--- config.mk ---
export PLATFORM = sky130hd
export DESIGN_NAME = serial_add_ctrl
export DESIGN_NICKNAME = d
export VERILOG_FILES = /design/src/rtl/serial_add_pkg.sv /design/src/rtl/serial_add_ctrl.sv
export SDC_FILE = /design/constraint.sdc
export NUM_CORES = 1
export LEC_CHECK = 0
export CORE_MARGIN = 4
export CORE_UTILIZATION = 40
export CTS_CLUSTER_DIAMETER = 60
export DETAILED_ROUTE_END_ITERATION = 8
export PLACE_DENSITY_LB_ADDON = 0.15
export SLEW_MARGIN = 20
export SYNTH_ARGS = -nofsm -noshare
export SYNTH_HDL_FRONTEND = slang
export SYNTH_SLANG_ARGS = --single-unit
--- constraint.sdc ---
create_clock -name clk -period 1.7 [get_ports clk]
set_clock_uncertainty 0.1 [all_clocks]
set_input_delay 0.34 -clock clk [delete_from_list [all_inputs] [get_ports clk]]
set_output_delay 0.34 -clock clk [all_outputs]
set_load 0.01 [all_outputs]
--- src/rtl/serial_add_pkg.sv ---
// Shared types and sizing helper for the bit-serial adder sequencer.
// The state encoding is fixed so that it stays stable across every block that imports it.
package serial_add_pkg;

    typedef enum logic [1:0] {
        IDLE = 2'd0,
        RUN  = 2'd1,
        DONE = 2'd2
    } state_e;

    // Bit-counter width for a given operand width. Legal widths start at 2.
    function automatic int cnt_width(input int width);
        return (width < 2) ? 1 : $clog2(width);
    endfunction

endpackage

--- src/rtl/serial_add_ctrl.sv ---
// Bit-serial adder sequencer: feeds an external one-bit full-adder cell LSB first
// and assembles its Sum/Cout into a WIDTH-bit result plus carry-out.
module serial_add_ctrl
    import serial_add_pkg::*;
#(
    parameter int WIDTH = 8
) (
    input  logic             clk,
    input  logic             rst,
    input  logic             start,
    input  logic [WIDTH-1:0] a_in,
    input  logic [WIDTH-1:0] b_in,
    input  logic             cin,
    output logic             fa_a,
    output logic             fa_b,
    output logic             fa_cin,
    input  logic             fa_sum,
    input  logic             fa_cout,
    output logic             busy,
    output logic             done,
    output logic [WIDTH-1:0] sum_out,
    output logic             cout_out
);

    localparam int               CNT_W = cnt_width(WIDTH);
    localparam logic [CNT_W-1:0] LAST  = CNT_W'(WIDTH - 1);

    state_e           r_state;
    state_e           w_state_nxt;
    logic [WIDTH-1:0] r_a_sh;
    logic [WIDTH-1:0] r_b_sh;
    logic [WIDTH-1:0] r_res_sh;
    logic [WIDTH-1:0] r_sum;
    logic             r_cout;
    logic             r_carry;
    logic [CNT_W-1:0] r_cnt;
    logic             w_run;
    logic             w_last;
    logic [WIDTH-1:0] w_res_nxt;

    assign w_run     = (r_state == RUN);
    assign w_last    = (r_cnt == LAST);
    assign w_res_nxt = {fa_sum, r_res_sh[WIDTH-1:1]};

    // Cell inputs come only from registers, so there is no loop through the cell.
    assign fa_a     = w_run & r_a_sh[0];
    assign fa_b     = w_run & r_b_sh[0];
    assign fa_cin   = w_run & r_carry;

    assign busy     = w_run;
    assign done     = (r_state == DONE);
    assign sum_out  = r_sum;
    assign cout_out = r_cout;

    always_comb begin
        w_state_nxt = r_state;
        case (r_state)
            IDLE:    if (start) w_state_nxt = RUN;
            RUN:     if (w_last) w_state_nxt = DONE;
            DONE:    w_state_nxt = IDLE;
            default: w_state_nxt = IDLE;
        endcase
    end

    always_ff @(posedge clk) begin
        if (rst) begin
            r_state <= IDLE;
        end else begin
            r_state <= w_state_nxt;
        end
    end

    always_ff @(posedge clk) begin
        if (rst) begin
            r_a_sh   <= '0;
            r_b_sh   <= '0;
            r_res_sh <= '0;
            r_sum    <= '0;
            r_cout   <= 1'b0;
            r_carry  <= 1'b0;
            r_cnt    <= '0;
        end else begin
            case (r_state)
                IDLE: begin
                    if (start) begin
                        r_a_sh  <= a_in;
                        r_b_sh  <= b_in;
                        r_carry <= cin;
                        r_cnt   <= '0;
                    end
                end
                RUN: begin
                    r_res_sh <= w_res_nxt;
                    r_carry  <= fa_cout;
                    r_a_sh   <= r_a_sh >> 1;
                    r_b_sh   <= r_b_sh >> 1;
                    r_cnt    <= r_cnt + 1'b1;
                    if (w_last) begin
                        r_sum  <= w_res_nxt;
                        r_cout <= fa_cout;
                    end
                end
                default: begin
                end
            endcase
        end
    end

endmodule

# Yosys cells after proc, flatten, opt, wreduce, memory -nomap -nowiden
# Cells that the tools add are included.
# totals
ff_bits	39
input_bits	22
out_inout_bits	14
# op_classes
addsub	1
n_eq_ne	5
mux	11
n_bitwise	3
n_reduce_logical	5
# ops
op	count
one-hot mux 8 bit (2 select lines)	2
2-to-1 mux 8 bit	2
one-hot mux 3 bit (2 select lines)	1
AND reduction 2 bit	3
2-to-1 mux 2 bit	2
one-hot mux 2 bit (2 select lines)	1
adder 3 x 1 -> 3 bit (second input constant)	1
AND 1 bit	3
== test 3 bit (second input constant)	1
2-to-1 mux 3 bit	1
== test 2 x 1 -> 1 bit (second input constant)	1
== test 2 bit (second input constant)	1
zero test 2 bit	1
inequality test 2 x 1 -> 1 bit (second input constant)	1
inequality test 2 bit (second input constant)	1
one-hot mux 1 bit (2 select lines)	1
nonzero test 2 bit	1
2-to-1 mux 1 bit	1

# Logic depth before layout (Yosys ltp)
# Gate-level depths: netlist (run 1).
# depth
word_depth	3
depth_mapped	7

# Worst setup path after synthesis (run 1)
# Ideal clock, no wire load.
# synth_path
path_type	flip-flop to output port
start	register r_state[1]
end	output fa_a
arrival_time_ns	0.968
required_time_ns	1.260
path_slack_ns	0.292
path_stages_with_launch	6
path_buffers	2
path_cell_list	dfxtp_1 -> nand2b_1 -> buf_6 -> inv_4 -> buf_6 -> and2_1
# synth_between
elab_chain_len	2
# synth_rtl
item	line	source
start: declaration	serial_add_ctrl.sv:28	state_e r_state;
start signal: assignment	serial_add_ctrl.sv:69	r_state <= w_state_nxt;
== test 2 x 1 -> 1 bit	serial_add_ctrl.sv:41	assign w_run = (r_state == RUN);
via busy	serial_add_ctrl.sv:19	output logic busy,
AND 1 bit	serial_add_ctrl.sv:46	assign fa_a = w_run & r_a_sh[0];
end: declaration	serial_add_ctrl.sv:14	output logic fa_a,
# The timed path passes the listed nets, and every way through them passes these cells.

# Worst setup path in the final report (run 1)
# layout_path
start	register r_state[1]
end	output busy
# layout_between
elab_chain_len	1
# layout_rtl
item	line
== test 2 x 1 -> 1 bit	serial_add_ctrl.sv:41
end: declaration	serial_add_ctrl.sv:19
# No other way between the ends.

==> results.md, run 1 <==
* Status: completed
* Routability cong. at around 0.7
* Hold WC Path Type: reg -> reg
* N_diodes at 0
* Global-route wire length before repair at 5570 um
* Number of port buffers at 35
* Setup TNS at 0 ns
* CTS buffer count at 5
* ANT nets after route at 0
* Worst setup margin at 0.0567 ns
* Flops & latches, synth at 38
* Fin nets at roughly 230
* Routed Wire Length at approximately 3300 um
* Number of synthesis warnings at 0
* Crit start category: register
* Max Fclk at roughly 610 MHz
* Worst-path clk slew at about 0.070 ns
* Syn Inst Count at around 170
* Post-route clock period utilization at a little over nine tenths
* Dpl cells at 252
* Die ar. at 0.00524 mm2
* Count of hold-fix buffers inserted at cts at 0
* Layout cells sized above 1 at roughly a fifth
* Max-cap viol count at 0
* CP Class: reg -> out
* Most common cell in the netlist: dfxtp_1
* Detailed router's first-iteration violation count at 53
* Vias at approximately 1300
* CTS Root Cell: clkbuf_8
* Vias in the first global route at 1235
* Clk buf depth at 2
* VDD IR max at 0.582 mV
* Crit path from: r_state[1]
* Syn_nets at 195
* Worst slack at placement at -0.00392 ns
* Total gr overflow at 0
* Sequential share of the synthesized area at roughly 46%
* WL per Instance at ~13 um
* Initial Util at between 40 and 50%
* Pin count of the biggest net entering global routing at 39
* Critical Path RT at 1.26 ns
* Yosys top cell area share at a little under half
* Pins Over Slew Limit at 0
* Drc violations at 0
* Yosys top cell by area: dfxtp_1
* DP Wirelength at about 2400 um
* CTS tree: built
* Io pins at 36
* RR Startpoint: r_state[0]
* Chip Height at 72.4 um
* CP Capture Type: output port
* CTS sink count at 38
* Synth area leaders: dfxtp_1, a211oi_2, mux2i_1
* Tmin final at 1.64 ns
* P&R area growth vs syn at 30.3%
* Core ar. at between 0.004 and 0.005 mm2
* Worst skew pair latency at roughly 0.28 ns
* Worst slew pin tran at roughly 0.34 ns
* Pre-antenna DRT Iters at 4
* Setup bufs post-CTS at 0
* Unrepaired setup endpoints after global routing: no
* Pwr per Cell Area at between 800 and 900 mW/mm2
* Final hold slack at 0.354 ns
* CTS HTree Levels at 2
* FILL cells at roughly 360
* Distinct cells, synth at 24
* Final setup viols at 0
* Final Hold Viols at 0
* Min-delay src: sum_out[7]
* Via density at between 4 and 5
* Synth Flop Type: dfxtp_1
* Critical Path Fanout Max at 8
* Worst R2R Setup Slack at about 0.13 ns
* EDFF count, synth at 0
* Finished Layout Cells at 260
* Slew Limit Headroom at around 78%
* Syn Area/Cell at 9.69 um2
* Top post-synthesis cells by count: dfxtp_1, nand2_1, nor2_1
* Row count at 23
* WP data arrival at 1.20 ns
* Synthesized area at approximately 0.0017 mm2
* Die Wd at between 70 and 80 um
* GR Util All Layers at a little over an eighth
* Initial antenna violation count at 0
* Fraction of registers with async set/reset at 0%
* Leak at between 0.8 and 0.9 nW
==> timing repair <==
item	CTS	global route
hold endpoints to repair	0	0
endpoints found under the setup margin	5	3
gates resized for setup	9	4
==> layer usage <==
metal / global-route usage [%] / wire length (um)
met2: 22.9 / 1610
met3: 4.57 / 174
met4: 4.92 / 44
met1: 16.2 / 1490
met5: 0 / 0
==> final timing paths <==
path                              endpoint  cells past startpoint
worst min register to register  sum_out[7]                      2
worst min-delay path            sum_out[7]                      2
worst max register to register   r_b_sh[4]                      5
worst max-delay path                  busy                      4
==> placed cells by master (no fill, tap or decap) <==
master and instances:
clkinv_2 1, buf_12 2, mux2i_1 16, nor3_1 1
o21bai_2 1, and3b_1 1, clkbuf_8 6, clkinvlp_4 1
nand2_1 32, o21ba_4 1, nor3b_1 1, clkdlybuf4s50_1 30
a211oi_2 16, nor2_1 21, a22oi_1 4, buf_4 7
a21oi_1 16, clkdlybuf4s15_2 1, nand2b_4 1, nor2b_1 1
dfxtp_1 36, ha_1 2, dfxtp_2 2, clkbuf_2 1
inv_4 1, nand3b_2 1, and2_1 3, clkdlybuf4s15_1 1
inv_1 1, dlygate4sd2_1 2
==> cell families after synthesis <==
group	after synthesis	share of synthesized area, %
AO/OA/AOI/OAI	38	20.4
adder cells (fa/ha/maj)	2	1.51
buffers and inverters	15	6.72
flip-flops	38	45.9
multiplexers	16	9.66
AND/OR/NAND/NOR	62	15.9
==> sequential cells by signal, indices dropped and copies added, names as in the netlist <==
signal	cells
r_b_sh	8
r_carry	1
r_state	2
r_a_sh	8
r_cnt	3
r_res_sh	7
cout_out	1
sum_out	8
==> worst max-delay path, stage by stage (launching register included) <==
cell and delay [ns]:
dfxtp_2 0.32, nand2b_4 0.14, inv_4 0.09, buf_4 0.10, dlygate4sd2_1 0.26
==> power breakdown <==
group | switching (W) | internal [W] | leakage (nW)
combinational | 0.000121 | 0.000137 | 0.453
sequential | 0.0000238 | 0.000932 | 0.312
clock | 0.000305 | 0.000326 | 0.0472
==> final cells by class <==
class	count	area, um2	area share (%)
well taps	50	62.6	2.90
clock inverters	2	12.5	0.579
repair buffers	44	437	20.2
multi-input cells	118	793	36.7
clock buffers	6	82.6	3.82
flip-flops and latches	38	763	35.3
inverters	2	10.0	0.463
==> metrics by stage <==
| stage | util (%) | power (W) | cell area [um2] |
|---|---|---|---|
| finish | 54.0 | 0.00184 | 2160 |
| global route | 54.0 | 0.00194 | 2160 |
| CTS | 54.1 | 0.00187 | 2160 |
| detailed placement | 51.5 | 0.00124 | 2060 |
| global placement | 51.5 | 0.00123 | 2060 |
| floorplan | - | 0.00115 | 1660 |
Power figures use the tool's default switching activity.
==> inputs of run 2 (changes only) <==
--- a/config.mk
+++ b/config.mk
@@ -7,7 +7,7 @@
 export LEC_CHECK = 0
 export CORE_MARGIN = 4
 export CORE_UTILIZATION = 40
-export CTS_CLUSTER_DIAMETER = 60
+export CTS_CLUSTER_DIAMETER = 150
 export DETAILED_ROUTE_END_ITERATION = 8
 export PLACE_DENSITY_LB_ADDON = 0.15
 export SLEW_MARGIN = 20
==> results of run 2 <==
Same layout as run 1: the final DEF is identical, and so are final timing and power.
